**src/rtl/sram_port_arb.sv**
```systemverilog
// Two-requester round-robin arbiter in front of one single-port synchronous SRAM.
// Supports a bounded lock for back-to-back bursts and routes 1-cycle read data back to the issuer.
module sram_port_arb #(
  parameter int unsigned AW       = 13,
  parameter int unsigned DW       = 32,
  parameter int unsigned MAX_HOLD = 8
) (
  input  logic            sys_root_clk,
  input  logic            sys_root_rstn,

  input  logic            req0_valid,
  output logic            req0_ready,
  input  logic            req0_lock,
  input  logic [AW-1:0]   req0_addr,
  input  logic [DW/8-1:0] req0_wen,
  input  logic [DW-1:0]   req0_wdata,
  output logic            req0_rvalid,
  output logic [DW-1:0]   req0_rdata,

  input  logic            req1_valid,
  output logic            req1_ready,
  input  logic            req1_lock,
  input  logic [AW-1:0]   req1_addr,
  input  logic [DW/8-1:0] req1_wen,
  input  logic [DW-1:0]   req1_wdata,
  output logic            req1_rvalid,
  output logic [DW-1:0]   req1_rdata,

  output logic            sram_cs,
  output logic [AW-1:0]   sram_addr,
  output logic [DW/8-1:0] sram_wen,
  output logic [DW-1:0]   sram_wdata,
  input  logic [DW-1:0]   sram_rdata
);

  localparam int unsigned BW         = DW / 8;
  localparam logic [7:0]  MAX_HOLD_C = 8'(MAX_HOLD);

  logic          last_grant_q, last_grant_d;
  logic          owner_vld_q,  owner_vld_d;
  logic          owner_id_q,   owner_id_d;
  logic [7:0]    hold_cnt_q,   hold_cnt_d;
  logic          rd_pend_q,    rd_pend_d;
  logic          rd_id_q,      rd_id_d;

  logic          locked;
  logic          owner_req_vld;
  logic          gnt_vld;
  logic          gnt_id;
  logic          gnt_lock;

  // Grant decision: a live lock shuts the other requester out even while the owner is idle.
  always_comb begin
    // NOTE: every signal gets a default before any branch so no path leaves it unassigned (no latch).
    gnt_vld       = 1'b0;
    gnt_id        = 1'b0;
    locked        = owner_vld_q && (hold_cnt_q < MAX_HOLD_C);
    owner_req_vld = owner_id_q ? req1_valid : req0_valid;
    if (locked) begin
      gnt_vld = owner_req_vld;
      gnt_id  = owner_id_q;
    end else if (req0_valid && req1_valid) begin
      gnt_vld = 1'b1;
      gnt_id  = ~last_grant_q;
    end else if (req0_valid) begin
      gnt_vld = 1'b1;
      gnt_id  = 1'b0;
    end else if (req1_valid) begin
      gnt_vld = 1'b1;
      gnt_id  = 1'b1;
    end
  end

  assign req0_ready = gnt_vld && !gnt_id;
  assign req1_ready = gnt_vld &&  gnt_id;

  // The non-granted requester's fields are masked so they never reach the macro.
  always_comb begin
    sram_cs    = gnt_vld;
    sram_addr  = '0;
    sram_wen   = '0;
    sram_wdata = '0;
    gnt_lock   = 1'b0;
    if (gnt_vld) begin
      sram_addr  = gnt_id ? req1_addr  : req0_addr;
      sram_wen   = gnt_id ? req1_wen   : req0_wen;
      sram_wdata = gnt_id ? req1_wdata : req0_wdata;
      gnt_lock   = gnt_id ? req1_lock  : req0_lock;
    end
  end

  always_comb begin
    last_grant_d = gnt_vld ? gnt_id : last_grant_q;
    owner_vld_d  = owner_vld_q;
    owner_id_d   = owner_id_q;
    hold_cnt_d   = hold_cnt_q;
    if (owner_vld_q) begin
      // While locked and the owner is present it is always the one granted.
      if (locked && owner_req_vld && gnt_lock) begin
        hold_cnt_d = hold_cnt_q + 8'd1;
      end else begin
        owner_vld_d = 1'b0;
        owner_id_d  = 1'b0;
        hold_cnt_d  = 8'd0;
      end
    end else if (gnt_vld && gnt_lock) begin
      owner_vld_d = 1'b1;
      owner_id_d  = gnt_id;
      hold_cnt_d  = 8'd1;
    end
    rd_pend_d = gnt_vld && (sram_wen == {BW{1'b0}});
    rd_id_d   = gnt_id;
  end

  always_ff @(posedge sys_root_clk or negedge sys_root_rstn) begin
    if (!sys_root_rstn) begin
      last_grant_q <= 1'b1;
      owner_vld_q  <= 1'b0;
      owner_id_q   <= 1'b0;
      hold_cnt_q   <= 8'd0;
      rd_pend_q    <= 1'b0;
      rd_id_q      <= 1'b0;
    end else begin
      // NOTE: non-blocking assignments so every flop samples the pre-edge values of the others.
      last_grant_q <= last_grant_d;
      owner_vld_q  <= owner_vld_d;
      owner_id_q   <= owner_id_d;
      hold_cnt_q   <= hold_cnt_d;
      rd_pend_q    <= rd_pend_d;
      rd_id_q      <= rd_id_d;
    end
  end

  // Read data is held at zero outside its valid cycle so all outputs are quiet in reset.
  assign req0_rvalid = rd_pend_q && !rd_id_q;
  assign req1_rvalid = rd_pend_q &&  rd_id_q;
  assign req0_rdata  = req0_rvalid ? sram_rdata : '0;
  assign req1_rdata  = req1_rvalid ? sram_rdata : '0;

endmodule
```
**config.mk**
```make
export PLATFORM = sky130hd
export DESIGN_NAME = sram_port_arb
export DESIGN_NICKNAME = d
export VERILOG_FILES = /design/src/rtl/sram_port_arb.sv
export SDC_FILE = /design/constraint.sdc
export NUM_CORES = 1
export LEC_CHECK = 0
export ABC_AREA = 1
export CAP_MARGIN = 20
export CORE_AREA = 4 4 95 97
export DETAILED_ROUTE_END_ITERATION = 6
export DIE_AREA = 0 0 99 101
export MAX_ROUTING_LAYER = met4
export PLACE_DENSITY = 0.75
export SYNTH_ARGS = -nofsm -noshare
export SYNTH_HDL_FRONTEND = slang
export SYNTH_SLANG_ARGS = --single-unit
```
**constraint.sdc**
```tcl
create_clock -name sys_root_clk -period 2.3 [get_ports sys_root_clk]
set_input_delay 0.46 -clock sys_root_clk [delete_from_list [all_inputs] [get_ports sys_root_clk]]
set_output_delay 0.46 -clock sys_root_clk [all_outputs]
set_load 0.005 [all_outputs]
```
## After elaboration in Yosys (flattened, before gate mapping)

Cells that the tools add are included.

| storage, ports and cells | value |
|---|---|
| output and inout bits | 118 |
| register bits | 13 |
| input bits | 136 |
| logic and storage cells | 52 |

| cells by class | value |
|---|---|
| bitwise operators | 1 |
| magnitude comparators | 1 |
| equality and inequality tests | 1 |
| reduce and logical (&&, ||, !) cells | 15 |
| add/subtract/negate cells | 1 |
| multiplexer cells | 27 |

Operators by type and width:

| operator | number |
|---|---|
| two-way mux 32 bit | 4 |
| two-way mux 13 bit | 2 |
| two-way mux 8 bit | 3 |
| two-way mux 1 bit | 16 |
| logical AND 1 bit | 10 |
| adder 8 x 1 -> 8 bit (second input constant) | 1 |
| < comparator 8 x 4 -> 1 bit (second input constant) | 1 |
| two-way mux 4 bit | 2 |
| zero test 4 bit | 1 |
| zero test 1 bit | 2 |
| inequality test 2 bit (second input constant) | 1 |
| AND reduction 2 bit | 1 |
| nonzero test 2 bit | 1 |
| NOT 1 bit | 1 |

## Depth between registers and ports, before layout

Gate-level depths: netlist (run 1).

| logic depth | value |
|---|---|
| depth in word-level cells | 9 |
| gate-level depth with buffers | 11 |

## Least setup slack after synthesis (run 1)

No wires, ideal clock.

| path | value |
|---|---|
| path kind | input port to output port |
| from | input port req1_valid |
| to | output port sram_addr[3] |
| cell stages on the path | 9 |
| slack | 0.331 ns |
| data arrival time | 1.509 ns |
| data required time | 1.840 ns |
| buffers on the path | 2 |
| cells stage by stage | a21boi_0 nand2_1 nand2_4 inv_4 nand2_2 inv_2 buf_6 buf_6 a22o_4 |

| on the way | value |
|---|---|
| longest elaborated chain between the ends | 6 |

Ends and longest elaborated chain:

| item | RTL line | RTL |
|---|---|---|
| start, declared | 20 | `input logic req1_valid,` |
| two-way mux 1 bit | 68 | `end else if (req1_valid) begin` |
| two-way mux 1 bit | 65 | `end else if (req0_valid) begin` |
| two-way mux 1 bit * | 62 | `end else if (req0_valid && req1_valid) begin` |
| two-way mux 1 bit * | 59 | `if (locked) begin` |
| named net gnt_id | 49 | `logic gnt_id;` |
| two-way mux 13 bit * | 85 | `sram_addr = gnt_id ? req1_addr : req0_addr;` |
| two-way mux 13 bit * | 84 | `if (gnt_vld) begin` |
| end, declared | 30 | `output logic [AW-1:0] sram_addr,` |

Mark *: on every way through the listed nets, which the timed path passes. The rest lies on a longest branch.

## Worst setup path after layout (run 1)

| path | value |
|---|---|
| from | register hold_cnt_q[3] |
| to | output port sram_addr[6] |

| on the way | value |
|---|---|
| longest elaborated chain between the ends | 5 |

Ends and longest elaborated chain:

| item | RTL line | RTL |
|---|---|---|
| start, declared | 42 | `logic [7:0] hold_cnt_q, hold_cnt_d;` |
| start signal, assigned | 128 | `hold_cnt_q <= hold_cnt_d;` |
| < comparator 8 x 4 -> 1 bit | 57 | `locked = owner_vld_q && (hold_cnt_q < MAX_HOLD_C);` |
| logical AND 1 bit | 57 |  |
| two-way mux 1 bit | 59 |  |
| named net gnt_id | 49 |  |
| two-way mux 13 bit | 85 |  |
| two-way mux 13 bit | 84 |  |

The timed path passes the listed nets, and every way through them passes these cells.

==> results.cfg, run 1 <==
[die]
fp-row-count = 33
fp.dieH_um = 101
die_area_um2 = 10000
core_area_um2 = 8130
die_width_um = 99
io_pins = 254
start_util_pct = 20.2

[clock_tree]
cts_num_sinks = 13
h-tree-depth = 1
cts_root_buf = clkbuf_8
path_clk_slew_ns = 0.05
tritoncts = yes
hold_buffers = 0
clockBufferDepth = 2
insertion_delay_ns = 0.24
cts_inserted_buffers = 3

[worst_setup_path]
crit_path_start_kind = register
critPathKind = reg -> out
rrSetupSlack_ns = 0.43
reg2reg_to = hold_cnt_q[1]$_DFFE_PN0P_
worst-r2r-cell-count = 12
cp.required_ns = 1.84
critical_path.max_fanout = 4
arrival_ns = 1.99
r2r_start = hold_cnt_q[3]$_DFFE_PN0P_
end_kind = output pin

[synthesis]
yosysTopAreaCellShare_pct = 23.4
synth_fp_nets = 400
syn_area_um2 = 1650
yosysWarningCount = 0
syn_avg_cell_area_um2 = 6.26
yosys.area_share.simple_pct = 32.3
yosys.area_share.adder_pct = 0.760
synth_top_family_by_area = simple AND/OR/NAND/NOR gates
yosys.area.top_type = a22o_1
ys_ff_latch = 13
synth_compound_area_share_pct = 27.7
synthCells = 263
synth.area.top_cells = a22o_1 23%, dfrtp_1 18%, nor2_1 17%
muxShareOfSynthArea_pct = 0
yosysSeqAreaShare_pct = 19.8
yosys.area_share.xor_xnor_pct = 1.06
synth-async-reset-ratio_pct = 100
synth_edf_count = 0
yosys.cell_types.count = 28
ys.flop_type = dfrtp_1

[hold_path]
hold_class = reg -> reg
hold_end = hold_cnt_q[6]$_DFFE_PN0P_
hold-path-cell-count = 2
worstHoldStart = hold_cnt_q[6]$_DFFE_PN0P_

[pwr]
fin_total_pwr_mw = 3.60
p_sw_mw = 1.37
peakVddDrop_uv = 605
powerDensity_nw_per_um2 = 768
p_seq_share_pct = 9.1
combPwrFrac_pct = 85.4
power_leakage_nw = 2.32
clockPowerShare_pct = 5.5
intPower_mw = 2.23
p_sw_share_pct = 38.1

[final_layout]
final_cells = 665
area_growth_syn_to_layout_pct = 185
drive_gt1_share_pct = 23.9
diodes = 0
layout.nets = 698
final_area_um2 = 4690
final_common_cell = clkdlybuf4s50_1
layout_common_cells = 199 x clkdlybuf4s50_1, 74 x nor2_1, 50 x inv_1

[global_route]
grtUsageTotal_pct = 21.1
overflow = 0
antenna_found_initial = 0
first_global_vias = 3058
grt_max_degree = 34
grt_pass1_wl_um = 16200

[route]
vias = 2962
routedWlPerCell_um = 16.9
drt-total-wl_um = 11200
dr.pass1.iters = 4
drt_iter0_markers = 69
via_per_inst = 4.45
ant_nets = 0
drcViolationCount = 0

[job]
max_cap_viol_count = 0

[timing]
rsz0062_at_grt = yes
slew_headroom_pct = 60.9
final.period_utilization_pct = 107
postLayoutSetupSlackWorst_ns = -0.152
worst_slew_pin_slew_ns = 0.585
whs_ns = 0.518
setup_viol = 42
maxSlewViolCount = 0
hold_viol_final = 0
max_freq_mhz = 408
skew_ns = 0.00131
fin_crit_ns = 2.45

[placed_design]
place_congestion = 0.866
dp_hpwl_um = 9100
placed_cell_area_um2 = 4460
dp_cells = 635
portBuffers = 253

[outcome]
violations = setup timing
status = complete, but fails checks
## critical path, stage by stage, from the launching register on
cell	delay [ns]
dfrtp_1	0.41
inv_1	0.08
nand2_2	0.06
nor2_4	0.17
nand3_4	0.11
nand2_4	0.09
inv_4	0.04
nand2_4	0.06
inv_6	0.05
buf_8	0.12
buf_12	0.12
buf_6	0.11
a22o_1	0.20
buf_2	0.13
## routing by layer
metal | part of all wire [%] | track usage (%) | vias up
li1 | - | - | 1436
met1 | 40 | 25.6 | 1338
met2 | 49 | 36.1 | 176
met3 | 9.6 | 4.84 | 12
met4 | 1.1 | 4.20 | 0
met5 | 0 | - | -
## logic make-up after synthesis
logic type,Yosys count
buffers and inverters,70
XOR/XNOR,2
adder cells (fa/ha/maj),1
AND/OR/NAND/NOR,123
AO/OA/AOI/OAI,54
flip-flops,13
## power by group through the flow
stage          clock network, mW  registers, mW  logic [mW]
3_5_place_dp                   0          0.325        2.70
4_1_cts                    0.204          0.325        3.01
5_1_grt                    0.216          0.334        3.31
2_1_floorplan                  0          0.321        1.07
6_report                   0.199          0.327        3.08
3_3_place_gp                   0          0.324        2.67
## Yosys cell counts, types with 2 or more instances
| cell | instances |
|---|---|
| nand3_1 | 8 |
| nor2_1 | 75 |
| inv_2 | 3 |
| nand3_2 | 3 |
| nand2_2 | 3 |
| a22o_1 | 44 |
| buf_6 | 4 |
| nor2_2 | 2 |
| dfrtp_1 | 12 |
| a21oi_1 | 2 |
| nand2_1 | 27 |
| o21ai_0 | 4 |
| clkbuf_1 | 6 |
| buf_2 | 5 |
| inv_1 | 51 |
| nand2_4 | 2 |
## worst max-delay path by stage
stage                              start            end  slack, ns
2_1_floorplan                 req1_valid   sram_addr[3]       0.33
3_3_place_gp                  req1_valid  sram_wdata[8]      -0.61
4_1_cts        hold_cnt_q[3]$_DFFE_PN0P_   sram_addr[8]      -0.15
5_1_grt        hold_cnt_q[3]$_DFFE_PN0P_   sram_addr[7]      -0.22
6_report       hold_cnt_q[3]$_DFFE_PN0P_   sram_addr[6]      -0.15
3_5_place_dp                  req0_valid  sram_addr[11]      -0.64
## through the flow
step                setup TNS, ns  setup WS [ns]  utilization, %
detailed placement         -30.62         -0.643            54.8
finish                      -3.25         -0.152            57.7
global route                -7.30         -0.219            57.7
global placement           -29.71         -0.608            54.8
floorplan                       0          0.331               -
CTS                         -2.58         -0.155            57.4
## final cells by class
type                       count  area (um2)
tap                          105         131
inverter                      55         216
clock buffer                   4        45.0
multi-input combinational    180        1060
fill                         735        3440
timing repair buffer         308        2910
sequential                    13         327
## state kept, by name, summed over array words and instances, names as in the netlist
| signal | cells |
|---|---|
| owner_vld_q | 1 |
| owner_id_q | 1 |
| last_grant_q | 1 |
| rd_pend_q | 1 |
| hold_cnt_q | 8 |
| rd_id_q | 1 |
## what timing repair did
| item | CTS | global route |
|---|---|---|
| buffers inserted | 22 | 2 |
| setup endpoints to repair | 52 | 81 |
| gates resized for setup | 238 | 8 |
| pin swaps | 28 | 4 |
| gates cloned | 3 | 0 |
Note: power is estimated with default switching activity, not from simulation.
==> run 2: changes to the inputs <==
--- a/config.mk
+++ b/config.mk
@@ -7,11 +7,12 @@
 export LEC_CHECK = 0
 export ABC_AREA = 1
 export CAP_MARGIN = 20
-export CORE_AREA = 4 4 95 97
+export CORE_AREA = 4 4 97 99
 export DETAILED_ROUTE_END_ITERATION = 6
-export DIE_AREA = 0 0 99 101
+export DIE_AREA = 0 0 101 103
 export MAX_ROUTING_LAYER = met4
-export PLACE_DENSITY = 0.75
+export PLACE_DENSITY = 0.72
+export SKIP_LAST_GASP = 1
 export SYNTH_ARGS = -nofsm -noshare
 export SYNTH_HDL_FRONTEND = slang
 export SYNTH_SLANG_ARGS = --single-unit
==> constraint.sdc (replaced) <==
create_clock -name sys_root_clk -period 3.1 [get_ports sys_root_clk]
set_input_delay 0.62 -clock sys_root_clk [delete_from_list [all_inputs] [get_ports sys_root_clk]]
set_output_delay 0.62 -clock sys_root_clk [all_outputs]
set_load 0.005 [all_outputs]
==> run 2 against run 1 <==
  * Combinational power shrank 32%
  * Core utilization shrank 5.1 points
  * Clock-buffer cell count is the same
  * Total power shrank 31%
  * Clock power shrank 25%
  * The run now ends clean
  * Wire length shrank 3.1%
  * Non-clock buffer count shrank 38
  * Clock skew grew 0.0013 ns
  * Global-route usage shrank 2.0 points
  * First-iteration DRC count grew 42%
  * Via count shrank 5.0%
  * Critical path depth shrank 4
==> results.cfg, run 2 (synthesis gave the netlist of run 1 again) <==
[clock_tree]
insertion_delay_ns = 0.24
clockBufferDepth = 2
path_clk_slew_ns = 0.05
cts_root_buf = clkbuf_8
cts_num_sinks = 13
tritoncts = yes
h-tree-depth = 1
cts_inserted_buffers = 3

[final_layout]
largest_reg_flops = 8
area_growth_syn_to_layout_pct = 173
final_common_cell = clkdlybuf4s50_1
nFillCells = 798
top_register = hold_cnt_q
diodes = 0
register_area_um2 = 327
drive_gt1_share_pct = 8.05
layout.nets = 660
multi_input_area_um2 = 1040
final_cells = 630
layout_common_cells = 243 x clkdlybuf4s50_1, 75 x nor2_1, 51 x inv_1
final_core_util_pct = 52.6

[worst_setup_path]
critical_path.max_fanout = 13
cpPeakStageDelay_ns = 0.53
crit_chain = dlygate4sd2_1 -> a21boi_4 -> nand2_2 -> nand2_4 -> nand2_2 -> inv_4 -> bufbuf_16 -> a22o_1 -> clkdlybuf4s50_1
critPathKind = in -> out
end_kind = output pin
arrival_ns = 2.37
cp.required_ns = 2.48
path_common_cell = nand2_2
critPathBufInv = 4
crit_path_start_kind = primary input
cpMaxStageDelayCell = clkdlybuf4s50_1
cp_top_family = buffers and inverters

[timing]
slew_headroom_pct = 59.0
worst_slew_pin_slew_ns = 0.613
maxSlewViolCount = 0
setup-tns-final_ns = 0
setup_viol = 0
whs_ns = 0.507
hold_viol_final = 0
skew_ns = 0.00266
max_freq_mhz = 335
final.period_utilization_pct = 96.4
fin_crit_ns = 2.99

[route]
dr.pass1.iters = 4
drt_iter0_markers = 98
drt-total-wl_um = 10900
vias = 2814
ant_nets = 0
routedWlPerCell_um = 17.2
drcViolationCount = 0
via_per_inst = 4.47

[pwr]
fin_total_pwr_mw = 2.48
peakVddDrop_uv = 292
power_leakage_nw = 2.07
powerDensity_nw_per_um2 = 551

[die]
fp-row-count = 34
fp.dieH_um = 103
start_util_pct = 19.3
io_pins = 254
core_area_um2 = 8550
die_area_um2 = 10400
die_width_um = 101

[outcome]
status = complete, no violations

[global_route]
first_global_vias = 2795
overflow = 0
grt_max_degree = 34
antenna_found_initial = 0
grtUsageTotal_pct = 19.1
grt_pass1_wl_um = 15100

[placed_design]
dp_hpwl_um = 9220
dp_cells = 623
portBuffers = 253
place_congestion = 0.917

[hold_path]
hold_class = reg -> reg

[job]
max_cap_viol_count = 0
==> run 2: cell types whose count changed in the layout (fill, tap and decap cells not counted), moves of 3 or more <==
| cell | change |
|---|---|
| buf_2 | -46 |
| clkdlybuf4s50_1 | +44 |
| buf_6 | -19 |
| buf_4 | -17 |
| dlygate4sd2_1 | +6 |
| buf_8 | -3 |
| nand2_1 | +3 |
==> run 2: path summary, 6_finish.rpt <==
path	cells past startpoint	slack (ns)	to	start
max	9	0.11	sram_wdata[26]	req1_valid
max reg2reg	11	1.37	owner_id_q$_DFFE_PN0P_	hold_cnt_q[3]$_DFFE_PN0P_
min reg2reg	2	0.51	hold_cnt_q[7]$_DFFE_PN0P_	hold_cnt_q[7]$_DFFE_PN0P_
min in group asynchronous	1	0.77	rd_id_q$_DFF_PN0_	sys_root_rstn
max in group asynchronous	1	1.94	hold_cnt_q[2]$_DFFE_PN0P_	sys_root_rstn
min	2	0.51	hold_cnt_q[7]$_DFFE_PN0P_	hold_cnt_q[7]$_DFFE_PN0P_
==> run 2: per-layer routing <==
metal	vias to the layer above	global-route usage (%)	wire, um
met5	-	-	0
met4	0	3.07	126
met3	12	6.50	1360
met2	180	32.0	5240
met1	1266	22.8	4130
li1	1356	-	-
==> run 2: stage by stage <==
| step | worst slack (ns) | area [um2] |
|---|---|---|
| final | 0.112 | 4500 |
| after global routing | -0.00522 | 4500 |
| after CTS | 0.0767 | 4490 |
| after detailed placement | -0.270 | 4380 |
| after global placement | -0.258 | 4380 |
| after floorplan | 0.811 | 1650 |
==> run 2: repair_timing <==
action	4_1_cts	5_1_grt
hold endpoints to repair	0	0
setup endpoints to repair	50	16
hold buffers	0	0
resized for setup	16	4
gates cloned	2	0
buffers inserted	1	0
==> run 2: where the power goes <==
| part | internal, mW | switching (mW) |
|---|---|---|
| sequential | 0.212 | 0.0364 |
| clock | 0.0906 | 0.0580 |
| combinational | 1.24 | 0.839 |
==> run 2: layout make-up <==
cell class | count | share of cell area [%]
Clock buffer | 4 | 1.00
Tap cell | 108 | 3.00
Timing Repair Buffer | 270 | 61.0
Sequential cell | 13 | 7.26
Multi-Input combinational cell | 180 | 23.0
Inverter | 55 | 4.75
==> run 2: tightest hold or removal path, stage by stage, from the launching register on <==
cell     delay (ns)
dfrtp_1        0.38
inv_1          0.05
nor2_1         0.04
